### src/rtl/mem_arbiter_if.sv
// Bus bundle joining the core's fetch and data ports, the memory arbiter and the
// single-port word memory. Addresses use big-endian bit numbering (bit 0 = MSB).
interface mem_arbiter_if #(
    parameter int MEMORY_DEPTH = 32768
);
    localparam int ADDR_W = $clog2(MEMORY_DEPTH);

    logic              if_req;
    logic [0:31]       if_addr;
    logic              if_ack;
    logic              if_rvalid;
    logic [31:0]       if_rdata;
    logic              if_err;

    logic              d_req;
    logic [0:31]       d_addr;
    logic [3:0]        d_wen;
    logic [31:0]       d_wdata;
    logic              d_ack;
    logic              d_rvalid;
    logic [31:0]       d_rdata;
    logic              d_err;

    logic [ADDR_W-1:0] mem_address;
    logic [3:0]        mem_wen;
    logic [31:0]       mem_write_data;
    logic [31:0]       mem_read_data;

    modport slave (
        input  if_req, if_addr, d_req, d_addr, d_wen, d_wdata, mem_read_data,
        output if_ack, if_rvalid, if_rdata, if_err,
        output d_ack, d_rvalid, d_rdata, d_err,
        output mem_address, mem_wen, mem_write_data
    );

    modport master (
        output if_req, if_addr, d_req, d_addr, d_wen, d_wdata, mem_read_data,
        input  if_ack, if_rvalid, if_rdata, if_err,
        input  d_ack, d_rvalid, d_rdata, d_err,
        input  mem_address, mem_wen, mem_write_data
    );
endinterface

### src/rtl/mem_arbiter.sv
// Fetch/data arbiter for a single-port synchronous-read word memory, with starvation guard.
// Optional grant/conflict counters are built when MEM_ARB_PERF_EN is defined.
module mem_arbiter #(
    parameter int MEMORY_DEPTH = 32768,
    parameter int STARVE_LIMIT = 4
) (
    input  logic         clk,
    input  logic         rst,
    mem_arbiter_if.slave bus
`ifdef MEM_ARB_PERF_EN
    ,
    output logic [31:0]  perf_if_grants,
    output logic [31:0]  perf_d_grants,
    output logic [31:0]  perf_conflicts
`endif
);
    localparam int         ADDR_W = $clog2(MEMORY_DEPTH);
    localparam logic [3:0] LIMIT  = 4'(STARVE_LIMIT);

    typedef enum logic {
        OWN_FETCH = 1'b0,
        OWN_DATA  = 1'b1
    } owner_e;

    // Count cycles fetch waited while requesting; any grant or idle fetch clears it.
    function automatic logic [3:0] starve_step(input logic [3:0] cnt,
                                               input logic       req,
                                               input logic       won);
        if (!req || won)    return 4'd0;
        if (cnt >= LIMIT)   return LIMIT;
        return cnt + 4'd1;
    endfunction

    logic [ADDR_W-1:0] if_word;
    logic [ADDR_W-1:0] d_word;
    logic              if_oor;
    logic              d_oor;
    logic              d_is_write;
    logic              grant_if;
    logic              grant_d;

    logic [3:0]        starve_q, starve_d;
    logic [ADDR_W-1:0] addr_q, addr_d;
    logic              rd_valid_q, rd_valid_d;
    owner_e            rd_owner_q, rd_owner_d;
    logic              rd_err_q, rd_err_d;

    logic              fetch_resp;
    logic              data_resp;

    // Byte-offset bits are never used: only aligned word accesses exist.
    logic              unused_addr_lsbs;
    assign unused_addr_lsbs = ^{bus.if_addr[30:31], bus.d_addr[30:31]};

    always_comb begin
        if_word    = bus.if_addr[30-ADDR_W:29];
        d_word     = bus.d_addr[30-ADDR_W:29];
        if_oor     = |bus.if_addr[0:29-ADDR_W];
        d_oor      = |bus.d_addr[0:29-ADDR_W];
        d_is_write = |bus.d_wen;
    end

    always_comb begin
        grant_if = 1'b0;
        grant_d  = 1'b0;
        if (!rst) begin
            if (bus.d_req && !(bus.if_req && starve_q == LIMIT)) begin
                grant_d = 1'b1;
            end else if (bus.if_req) begin
                grant_if = 1'b1;
            end
        end
    end

    always_comb begin
        starve_d           = starve_step(starve_q, bus.if_req, grant_if);
        addr_d             = addr_q;
        bus.mem_wen        = 4'b0000;
        bus.mem_write_data = 32'h0;
        if (grant_d) begin
            addr_d             = d_word;
            bus.mem_write_data = bus.d_wdata;
            if (!d_oor) begin
                bus.mem_wen = bus.d_wen;
            end
        end else if (grant_if) begin
            addr_d = if_word;
        end
        bus.mem_address = addr_d;
    end

    always_comb begin
        rd_valid_d = grant_if || (grant_d && !d_is_write);
        rd_owner_d = grant_d ? OWN_DATA : OWN_FETCH;
        rd_err_d   = grant_d ? d_oor : if_oor;
    end

    always_ff @(posedge clk or posedge rst) begin
        if (rst) begin
            starve_q   <= 4'd0;
            addr_q     <= '0;
            rd_valid_q <= 1'b0;
            rd_owner_q <= OWN_FETCH;
            rd_err_q   <= 1'b0;
        end else begin
            starve_q   <= starve_d;
            addr_q     <= addr_d;
            rd_valid_q <= rd_valid_d;
            rd_owner_q <= rd_owner_d;
            rd_err_q   <= rd_err_d;
        end
    end

    // Response stage: read data arrives one cycle after the grant and goes to its owner only.
    assign fetch_resp = rd_valid_q && (rd_owner_q == OWN_FETCH);
    assign data_resp  = rd_valid_q && (rd_owner_q == OWN_DATA);

    assign bus.if_ack    = grant_if;
    assign bus.if_rvalid = fetch_resp;
    assign bus.if_rdata  = (fetch_resp && !rd_err_q) ? bus.mem_read_data : 32'h0;
    assign bus.if_err    = fetch_resp && rd_err_q;

    assign bus.d_ack     = grant_d;
    assign bus.d_rvalid  = data_resp;
    assign bus.d_rdata   = (data_resp && !rd_err_q) ? bus.mem_read_data : 32'h0;
    assign bus.d_err     = (data_resp && rd_err_q) || (grant_d && d_is_write && d_oor);

`ifdef MEM_ARB_PERF_EN
    function automatic logic [31:0] sat_inc32(input logic [31:0] v);
        return (v == 32'hFFFF_FFFF) ? v : v + 32'd1;
    endfunction

    logic [31:0] perf_if_q, perf_if_d;
    logic [31:0] perf_d_q, perf_d_d;
    logic [31:0] perf_conf_q, perf_conf_d;

    always_comb begin
        perf_if_d   = grant_if ? sat_inc32(perf_if_q) : perf_if_q;
        perf_d_d    = grant_d ? sat_inc32(perf_d_q) : perf_d_q;
        perf_conf_d = (bus.if_req && bus.d_req) ? sat_inc32(perf_conf_q) : perf_conf_q;
    end

    always_ff @(posedge clk or posedge rst) begin
        if (rst) begin
            perf_if_q   <= 32'h0;
            perf_d_q    <= 32'h0;
            perf_conf_q <= 32'h0;
        end else begin
            perf_if_q   <= perf_if_d;
            perf_d_q    <= perf_d_d;
            perf_conf_q <= perf_conf_d;
        end
    end

    assign perf_if_grants = perf_if_q;
    assign perf_d_grants  = perf_d_q;
    assign perf_conflicts = perf_conf_q;
`endif
endmodule

### src/flat_wrapper.sv
// flat-port wrapper written by rule: the top's interface ports become plain ports
module mem_arbiter_flat 
#(
    parameter int MEMORY_DEPTH = 32768,
    parameter int STARVE_LIMIT = 4
)
  (clk, rst, bus_if_req, bus_if_addr, bus_d_req, bus_d_addr, bus_d_wen, bus_d_wdata, bus_mem_read_data, bus_if_ack, bus_if_rvalid, bus_if_rdata, bus_if_err, bus_d_ack, bus_d_rvalid, bus_d_rdata, bus_d_err, bus_mem_address, bus_mem_wen, bus_mem_write_data);
  mem_arbiter_if #(.MEMORY_DEPTH(MEMORY_DEPTH)) bus_i ();
  input  logic clk;
  input  logic rst;
  input wire logic [$bits(bus_i.if_req)-1:0] bus_if_req;
  input wire logic [$bits(bus_i.if_addr)-1:0] bus_if_addr;
  input wire logic [$bits(bus_i.d_req)-1:0] bus_d_req;
  input wire logic [$bits(bus_i.d_addr)-1:0] bus_d_addr;
  input wire logic [$bits(bus_i.d_wen)-1:0] bus_d_wen;
  input wire logic [$bits(bus_i.d_wdata)-1:0] bus_d_wdata;
  input wire logic [$bits(bus_i.mem_read_data)-1:0] bus_mem_read_data;
  output wire logic [$bits(bus_i.if_ack)-1:0] bus_if_ack;
  output wire logic [$bits(bus_i.if_rvalid)-1:0] bus_if_rvalid;
  output wire logic [$bits(bus_i.if_rdata)-1:0] bus_if_rdata;
  output wire logic [$bits(bus_i.if_err)-1:0] bus_if_err;
  output wire logic [$bits(bus_i.d_ack)-1:0] bus_d_ack;
  output wire logic [$bits(bus_i.d_rvalid)-1:0] bus_d_rvalid;
  output wire logic [$bits(bus_i.d_rdata)-1:0] bus_d_rdata;
  output wire logic [$bits(bus_i.d_err)-1:0] bus_d_err;
  output wire logic [$bits(bus_i.mem_address)-1:0] bus_mem_address;
  output wire logic [$bits(bus_i.mem_wen)-1:0] bus_mem_wen;
  output wire logic [$bits(bus_i.mem_write_data)-1:0] bus_mem_write_data;
  assign bus_i.if_req = bus_if_req;
  assign bus_i.if_addr = bus_if_addr;
  assign bus_i.d_req = bus_d_req;
  assign bus_i.d_addr = bus_d_addr;
  assign bus_i.d_wen = bus_d_wen;
  assign bus_i.d_wdata = bus_d_wdata;
  assign bus_i.mem_read_data = bus_mem_read_data;
  assign bus_if_ack = bus_i.if_ack;
  assign bus_if_rvalid = bus_i.if_rvalid;
  assign bus_if_rdata = bus_i.if_rdata;
  assign bus_if_err = bus_i.if_err;
  assign bus_d_ack = bus_i.d_ack;
  assign bus_d_rvalid = bus_i.d_rvalid;
  assign bus_d_rdata = bus_i.d_rdata;
  assign bus_d_err = bus_i.d_err;
  assign bus_mem_address = bus_i.mem_address;
  assign bus_mem_wen = bus_i.mem_wen;
  assign bus_mem_write_data = bus_i.mem_write_data;
  mem_arbiter #(.MEMORY_DEPTH(MEMORY_DEPTH), .STARVE_LIMIT(STARVE_LIMIT)) u_core (.clk(clk), .rst(rst), .bus(bus_i));
endmodule
### config.mk
export PLATFORM = sky130hd
export DESIGN_NAME = mem_arbiter_flat
export DESIGN_NICKNAME = d
export VERILOG_FILES = /design/src/rtl/mem_arbiter_if.sv /design/src/rtl/mem_arbiter.sv /design/src/flat_wrapper.sv
export SDC_FILE = /design/constraint.sdc
export NUM_CORES = 1
export LEC_CHECK = 0
export CORE_AREA = 5 5 98 100
export CTS_BUF_LIST = sky130_fd_sc_hd__clkbuf_4
export DETAILED_ROUTE_END_ITERATION = 12
export DIE_AREA = 0 0 103 105
export PLACE_DENSITY = 0.74
export SLEW_MARGIN = 20
export SYNTH_ARGS = -nofsm -noshare
export SYNTH_HDL_FRONTEND = slang
export SYNTH_SLANG_ARGS = --single-unit
### constraint.sdc
create_clock -name clk -period 2.3 [get_ports clk]
set_clock_uncertainty 0.05 [all_clocks]
set_input_delay 0.575 -clock clk [delete_from_list [all_inputs] [get_ports clk]]
set_output_delay 0.575 -clock clk [all_outputs]
set_load 0.02 [all_outputs]
# After elaboration in Yosys (flattened, before gate mapping)
# Cells that the tools add are included.
dict set report totals {
  word_cells 51
  in_bits 136
  register_bits 22
  output_inout_bits 121
}
dict set report classes {
  order_cmp 1
  mux 21
  addsub 1
  reduce_logical 21
  bitwise_logic 1
  n_eq_ne 1
}
# op n
set op_table {}
lappend op_table {{two-way mux 32 bit} 3}
lappend op_table {{two-way mux 15 bit} 2}
lappend op_table {{OR reduction 15 bit} 2}
lappend op_table {{two-way mux 4 bit} 6}
lappend op_table {{logical AND 1 bit} 11}
lappend op_table {{two-way mux 1 bit} 10}
lappend op_table {{adder 4 x 1 -> 4 bit, second input constant} 1}
lappend op_table {{== test 4 x 3 -> 1 bit, second input constant} 1}
lappend op_table {{>= comparator 4 x 3 -> 1 bit, second input constant} 1}
lappend op_table {{zero test 1 bit} 4}
lappend op_table {{OR reduction 4 bit} 1}
lappend op_table {{logical OR 1 bit} 3}
lappend op_table {{inverter 1 bit} 1}

# Longest topological paths before layout
# Gate-level depths: netlist (run 1).
dict set report logic_depth {
  depth_word 11
  depth_mapped 7
  mapped_depth_nobuf 6
}

# Worst setup path after synthesis (run 1)
# OpenSTA, ideal clock, no wires.
dict set report synth_timing {
  path_kind {in2out}
  startpoint {in bus_d_req}
  endpoint {out bus_mem_address[10]}
  path_buffers 2
  path_stages 6
  required_time_ns 1.675
  arrival_time_ns 1.810
  slack_ns -0.135
  path_cell_list {buf_4 > and2b_4 > nand2_4 > inv_4 > buf_6 > o31ai_1}
}
dict set report synth_via {
  word_cells_on_any_way 7
  classes_between {mux (6); reduce/logical (1)}
}
# element line_no
set synth_lines {}
lappend synth_lines {{start, declared} flat_wrapper.sv:13} ;# input wire logic [$bits(bus_i.d_req)-1:0] bus_d_req;
lappend synth_lines {{logical AND 1 bit} mem_arbiter.sv:67} ;# if (bus.d_req && !(bus.if_req && starve_q == LIMIT)) begin
lappend synth_lines {{two-way mux 1 bit} mem_arbiter.sv:67}
lappend synth_lines {{two-way mux 1 bit} mem_arbiter.sv:66} ;# if (!rst) begin
lappend synth_lines {{net bus_d_ack} flat_wrapper.sv:22} ;# output wire logic [$bits(bus_i.d_ack)-1:0] bus_d_ack;
lappend synth_lines {{two-way mux 15 bit} mem_arbiter.sv:80} ;# if (grant_d) begin
lappend synth_lines {{end, declared} flat_wrapper.sv:26} ;# output wire logic [$bits(bus_i.mem_address)-1:0] bus_mem_address;
# The timed path passes the listed nets, and every way through them passes these cells.

# Worst setup path after layout (run 1)
dict set report layout_timing {
  startpoint {reg u_core.starve_q[1]}
  endpoint {out bus_mem_address[11]}
}
dict set report layout_via {
  elab_chain_cells 8
  word_cells_on_any_way 10
  classes_between {eq/ne (1); mux (6); reduce/logical (3)}
}
# element line_no
set layout_lines {}
lappend layout_lines {{start, declared} mem_arbiter.sv:42} ;# logic [3:0] starve_q, starve_d;
lappend layout_lines {{start signal, assigned} mem_arbiter.sv:106} ;# starve_q <= starve_d;
lappend layout_lines {{== test 4 x 3 -> 1 bit *} mem_arbiter.sv:67}
lappend layout_lines {{logical AND 1 bit *} mem_arbiter.sv:67}
lappend layout_lines {{zero test 1 bit *} mem_arbiter.sv:67}
lappend layout_lines {{logical AND 1 bit *} mem_arbiter.sv:67}
lappend layout_lines {{two-way mux 1 bit} mem_arbiter.sv:67}
lappend layout_lines {{two-way mux 1 bit} mem_arbiter.sv:66}
lappend layout_lines {{two-way mux 15 bit} mem_arbiter.sv:86} ;# end else if (grant_if) begin
lappend layout_lines {{two-way mux 15 bit *} mem_arbiter.sv:80}
# Mark *: on every way between the ends. The rest lies on a longest branch, timed or not.

==> impl_metrics.env, run 1 <==
export IMPL_outcome="finished with violations"
export IMPL_violations="setup timing"
export IMPL_critPathSlowestCell="dfrtp_1"
export IMPL_netSwitchingPower_uw=596
export IMPL_hold_buffers=0
export IMPL_ys_async_sr_fraction=1.00
export IMPL_fp_dieH_microns=105
export IMPL_cp_required_ns=1.67
export IMPL_grt_total_usage=0.214
export IMPL_htree_levels=1
export IMPL_vias_per_cell=4.85
export IMPL_fin_area_sq_mm=0.00577
export IMPL_ys_seq_elements=22
export IMPL_synth_top_family_by_area="simple AND/OR/NAND/NOR gates"
export IMPL_final_core_util=0.672
export IMPL_place_area_sq_mm=0.00473
export IMPL_yosys_area_share_simple=0.485
export IMPL_hpwl_microns=8340
export IMPL_clk_path_buf_depth=2
export IMPL_p_leak_uw=0.00252
export IMPL_wl_microns=13200
export IMPL_cts_tree="yes"
export IMPL_finalPower_uw=1660
export IMPL_hold_viol_final=0
export IMPL_first_pass_iters=4
export IMPL_syn_inst=248
export IMPL_path_clk_slew_ns=0.15
export IMPL_cp_cell_sequence="inv_2, ha_4, nand4b_4, nand2_8, inv_12, buf_12, o31ai_4, buf_6"
export IMPL_die_area_sq_mm=0.0108
export IMPL_reg2regPathDepth=10
export IMPL_worstSetupStartpointType="register"
export IMPL_first_global_vias=3437
export IMPL_routabilityCongestion=0.826
export IMPL_synth_compound_area_frac=0.134
export IMPL_slowest_delay_ns=0.43
export IMPL_peakVddDrop_uv=210
export IMPL_post_route_cells_drive_above_1_share=0.512
export IMPL_num_vias=3117
export IMPL_worstReg2RegStart="u_core.starve_q[1]"
export IMPL_worstHoldPathType="input pin to asynchronous set/reset pin"
export IMPL_synth_edff_count=0
export IMPL_drc=0
export IMPL_regToRegSetupSlack_ns=0.43
export IMPL_pin_count=257
export IMPL_comb_power_share=0.599
export IMPL_drt_wirelength_per_cell_microns=20.5
export IMPL_p_seq_frac=0.273
export IMPL_timing_fmax_mhz=390
export IMPL_die_x_microns=103
export IMPL_antenna_left=0
export IMPL_r2r_end="u_core.addr_q[11]"
export IMPL_antenna_found_initial=0
export IMPL_grt_pass1_wl_microns=18300
export IMPL_synth_fa_ha_area_frac=0.0130
export IMPL_swShare=0.360
export IMPL_maxCapViolations=0
export IMPL_avgSynthCellArea_sq_um=7.77
export IMPL_muxShareOfSynthArea=0.00584
export IMPL_nFillCells=621
export IMPL_clock_latency_ns=0.33
export IMPL_slew_violations=0
export IMPL_syn_area_sq_mm=0.00193
export IMPL_yosysSeqAreaShare=0.286
export IMPL_setup_violations=52
export IMPL_layout_setup_ws_ns=-0.266
export IMPL_p_per_area_mw_per_mm2=287
export IMPL_cts_sinks=22
export IMPL_diodes=0
export IMPL_grt_ovfl_total=0
export IMPL_start_util=0.224
export IMPL_portBuffers=252
export IMPL_area_delta_synth_final_pct=199
export IMPL_placementRows=34
export IMPL_coreArea_sq_mm=0.00859
export IMPL_cts_root_buf="clkbuf_4"
export IMPL_fin_nets=674
export IMPL_yosysWarningCount=0
export IMPL_p_clk_frac=0.128
export IMPL_synth_distinct_cells=31
export IMPL_period_share=1.12
export IMPL_numCtsBuffers=3
export IMPL_syn_nets=386
export IMPL_endpoint_kind="output pin"
export IMPL_critical_path_startpoint="u_core.starve_q[1]"
export IMPL_cp_arrival_ns=1.94
export IMPL_grt_max_degree=33
export IMPL_crit_fanout=7
export IMPL_synthXorXnorAreaFrac=0
export IMPL_rsz0062_at_grt="yes"
export IMPL_min_period_ns=2.57
export IMPL_power_internal_uw=1060
export IMPL_drt_iter0_markers=94
export IMPL_synth_ff_type="dfrtp_1"
export IMPL_setup_worst_path_class="register to output pin"
==> through the flow <==
stage / hold WS, ns / setup slack (ns) / setup TNS, ns / std cells
2_1_floorplan: 0.409 / -0.135 / -1.25 / 248
3_3_place_gp: 0.481 / -0.819 / -45.12 / 609
3_5_place_dp: 0.503 / -0.888 / -47.66 / 609
4_1_cts: 0.269 / -0.244 / -7.07 / 637
5_1_grt: 0.262 / -0.362 / -12.31 / 643
6_report: 0.242 / -0.266 / -8.86 / 643
==> cell usage after synthesis, types with 2 or more instances <==
cell type / instances / area [sq um]
a211oi_1: 15 / 113
and2_1: 66 / 413
and2b_1: 2 / 15.0
and3_1: 32 / 200
buf_2: 9 / 45.0
clkbuf_1: 11 / 41.3
dfrtp_1: 22 / 551
ha_1: 2 / 25.0
inv_1: 7 / 26.3
nand2_1: 2 / 7.51
nand3_1: 15 / 75.1
nand4_1: 3 / 18.8
nor2_1: 16 / 60.1
nor2b_1: 2 / 12.5
nor3_1: 6 / 30.0
nor4_1: 8 / 50.1
o31ai_1: 16 / 120
==> power by group through the flow <==
stage	combinational [uW]	sequential, uW	clock [uW]
6_report	992	452	212
3_3_place_gp	668	453	0
3_5_place_dp	675	454	0
4_1_cts	936	447	194
5_1_grt	1040	456	229
2_1_floorplan	233	450	0
==> worst max path at each step <==
stage | slack [ns] | cells past startpoint | to
finish | -0.27 | 8 | bus_mem_address[11]
global route | -0.36 | 8 | bus_mem_address[11]
CTS | -0.24 | 9 | bus_mem_address[6]
detailed placement | -0.89 | 6 | bus_mem_address[6]
global placement | -0.82 | 6 | bus_mem_address[12]
floorplan | -0.13 | 6 | bus_mem_address[10]
==> sequential cells by signal (all words and copies together), names as in the netlist <==
register           cells
u_core.rd_valid_q      1
u_core.starve_q        4
u_core.addr_q         15
u_core.rd_err_q        1
u_core.rd_owner_q      1
==> worst max-delay path: cells and delay by family, from the launching register on <==
family                     cells  cell delay (ns)
AOI/OAI and AO/OA              1             0.25
adders and majority gates      1             0.17
buffers and inverters          4             0.42
DFF                            1             0.43
and+or+nand+nor                2             0.33
==> repair_timing <==
item / CTS / global route
resized for setup: 601 / 124
hold endpoints to repair: 0 / 0
setup endpoints to repair: 119 / 118
gates cloned: 10 / 2
buffers inserted: 14 / 7
pin swaps: 46 / 8
==> routing by layer <==
| metal | share of wire | track usage |
|---|---|---|
| met1 | 0.32 | 0.212 |
| met2 | 0.55 | 0.417 |
| met3 | 0.11 | 0.0586 |
| met4 | 0.024 | 0.0675 |
| met5 | 0 | 0 |
==> cell type report <==
cell class,instances,area [sq um],area share
inverters,8,42.5,0.00737
flip-flops and latches,22,551,0.0953
clock buffers,3,22.5,0.00390
repair buffers,305,3010,0.521
repair inverters,1,11.3,0.00195
clock inverters,1,3.75,0.000650
well taps,108,135,0.0234
multi-input cells,195,2000,0.346
==> kinds of logic after synthesis <==
logic type,count (synthesis)
other,1
AND/OR/NAND/NOR,157
buffers and inverters,31
AO/OA/AOI/OAI,34
flip-flops,22
multiplexers,1
adder cells (fa/ha/maj),2
==> layout by cell type, fill, tap and decap left out, types with 6 or more instances in the layout <==
cell             synthesis  routed
nor2_1                  16      16
a211oi_4                 0      14
nor4_1                   8       6
dfrtp_1                 22      22
o31ai_4                  0      14
clkdlybuf4s50_1          0     115
buf_6                    1      58
clkbuf_2                 1      62
clkdlybuf4s15_1          0       7
dlygate4sd2_1            0       9
buf_16                   0       7
nand3_2                  0       8
buf_4                    1      27
buf_12                   0      12
and3_4                   0      32
and2_1                  66      66
nand3_4                  0       6
No activity file was read; power rests on OpenSTA's default activity.
==> run 2: changes to the inputs <==
- PLACE_DENSITY: 0.74 -> unset
- PLACE_DENSITY_LB_ADDON: unset -> 0.12
==> run 2 against run 1 <==
  * The flow still finishes with violations (setup timing)
  * Worst setup slack got worse by 0.0061 ns
  * Clock-buffer cell count did not move
  * Total power rose by 4.2%
  * Routed wire length fell by 3.6%
  * Register-to-register slack improved by 0.02 ns
  * Sequential cell count did not move
  * First-iteration DRC count rose by 15%
  * Critical path depth rose by 1
  * Combinational power fell by 2.7%
  * Largest power group unchanged
  * Via count fell by 1.3%
==> impl_metrics.env, run 2 (synthesis results as in run 1) <==
export IMPL_cp_arrival_ns=1.95
export IMPL_place_area_sq_mm=0.00471
export IMPL_nFillCells=686
export IMPL_comb_power_share=0.559
export IMPL_multi_input_area_sq_mm=0.00196
export IMPL_vias_per_cell=4.72
export IMPL_grt_ovfl_total=0
export IMPL_fp_dieH_microns=105
export IMPL_cp_required_ns=1.67
export IMPL_worstReg2RegStart="u_core.starve_q[1]"
export IMPL_period_share=1.12
export IMPL_htree_levels=1
export IMPL_setup_worst_path_class="register to output pin"
export IMPL_endpoint_kind="output pin"
export IMPL_regToRegSetupSlack_ns=0.45
export IMPL_start_util=0.224
export IMPL_routabilityCongestion=0.755
export IMPL_fin_hold_ws_ns=0.279
export IMPL_worstHoldPathType="input pin to asynchronous set/reset pin"
export IMPL_p_per_area_mw_per_mm2=296
export IMPL_die_area_sq_mm=0.0108
export IMPL_numCtsBuffers=3
export IMPL_die_x_microns=103
export IMPL_dp_cells=609
export IMPL_portBuffers=252
export IMPL_netSwitchingPower_uw=566
export IMPL_p_leak_uw=0.00255
export IMPL_clk_path_buf_depth=2
export IMPL_cts_sinks=22
export IMPL_reg2regPathDepth=8
export IMPL_p_clk_frac=0.181
export IMPL_first_pass_iters=4
export IMPL_cts_tree="yes"
export IMPL_worstSetupStartpointType="register"
export IMPL_post_route_cells_drive_above_1_share=0.523
export IMPL_layout_setup_ws_ns=-0.272
export IMPL_final_cell_mix="clkdlybuf4s50_1 (115), and2_1 (66), buf_6 (65)"
export IMPL_drt_iter0_markers=108
export IMPL_crit_fanout=7
export IMPL_violations="setup timing"
export IMPL_drt_wirelength_per_cell_microns=19.5
export IMPL_cts_root_buf="clkbuf_4"
export IMPL_seq_area_sq_um=551
export IMPL_largest_reg_flops=15
export IMPL_top_regs="u_core.addr_q (15), u_core.starve_q (4)"
export IMPL_outcome="finished with violations"
export IMPL_peakVddDrop_uv=239
export IMPL_regMostFlops="u_core.addr_q"
export IMPL_maxCapViolations=0
export IMPL_grt_total_usage=0.218
export IMPL_r2r_end="u_core.rd_err_q"
export IMPL_power_internal_uw=1160
export IMPL_final_core_util=0.679
export IMPL_grt_pass1_wl_microns=18400
export IMPL_path_clk_slew_ns=0.13
export IMPL_hpwl_microns=8700
export IMPL_num_vias=3077
export IMPL_p_seq_frac=0.260
export IMPL_pin_count=257
export IMPL_instances_no_fill=652
export IMPL_first_global_vias=3403
export IMPL_slew_violations=0
export IMPL_setup_violations=52
export IMPL_hold_viol_final=0
export IMPL_area_delta_synth_final_pct=203
export IMPL_swShare=0.328
export IMPL_final_common_cell="clkdlybuf4s50_1"
export IMPL_coreArea_sq_mm=0.00859
export IMPL_drc=0
export IMPL_min_period_ns=2.57
export IMPL_antenna_left=0
export IMPL_timing_fmax_mhz=389
export IMPL_rsz0062_at_grt="yes"
export IMPL_clock_latency_ns=0.31
export IMPL_grt_max_degree=33
export IMPL_wl_microns=12700
export IMPL_fin_nets=682
export IMPL_antenna_found_initial=1
export IMPL_placementRows=34
export IMPL_fin_area_sq_mm=0.00583
## run 2: power groups by stage
stage	combinational, uW	clock, uW	sequential (uW)
floorplan	233	0	450
global placement	650	0	453
detailed placement	659	0	452
CTS	934	311	447
global route	1010	331	454
finish	965	312	449
## run 2: timing repair
action,in CTS,in global routing
buffers inserted,23,4
hold buffers,0,0
gates resized for setup,619,119
pin swaps,50,16
cloned,11,1
setup endpoints to repair,119,117
## run 2: worst max path at each step
stage,startpoint,endpoint,cells past startpoint
2_1_floorplan,bus_d_req,bus_mem_address[10],6
3_3_place_gp,bus_if_req,bus_mem_address[1],6
3_5_place_dp,bus_if_req,bus_mem_address[3],6
4_1_cts,u_core.starve_q[1],bus_mem_write_data[15],9
5_1_grt,u_core.starve_q[0],bus_mem_address[7],9
6_report,u_core.starve_q[1],bus_mem_address[7],9
## run 2: layer usage
metal / vias up / share of wire / GRT usage
met1: 1428 / 0.34 / 0.226
met5: - / 0 / 0
met2: 179 / 0.54 / 0.419
met4: 0 / 0.018 / 0.0574
li1: 1458 / - / -
met3: 12 / 0.10 / 0.0580
## run 2: final cells by class
cell class | count | share of cell area
sequential | 22 | 0.0944
tap | 108 | 0.0232
timing repair buffer | 313 | 0.527
clock buffer | 3 | 0.00386
antenna | 1 | 0.000429
multi-input combinational | 195 | 0.336
timing repair inverter | 1 | 0.00279
inverter | 8 | 0.00729
clock inverter | 1 | 0.00515
## run 2: per-stage QoR
step / total power [uW] / setup TNS (ns) / setup WS [ns]
after floorplan: 683 / -1.25 / -0.135
after global placement: 1100 / -46.27 / -0.866
after detailed placement: 1110 / -48.24 / -0.954
after CTS: 1690 / -6.54 / -0.197
after global routing: 1800 / -12.24 / -0.349
final: 1730 / -8.20 / -0.272
## run 2: worst max-delay path, cell delays in order (launching register included)
cell and delay [ns]:
dfrtp_1 0.43, inv_2 0.08, ha_4 0.16, nand4b_4 0.13, buf_6 0.15, nand2_8 0.10
buf_12 0.13, inv_12 0.05, o31ai_4 0.24, buf_6 0.17
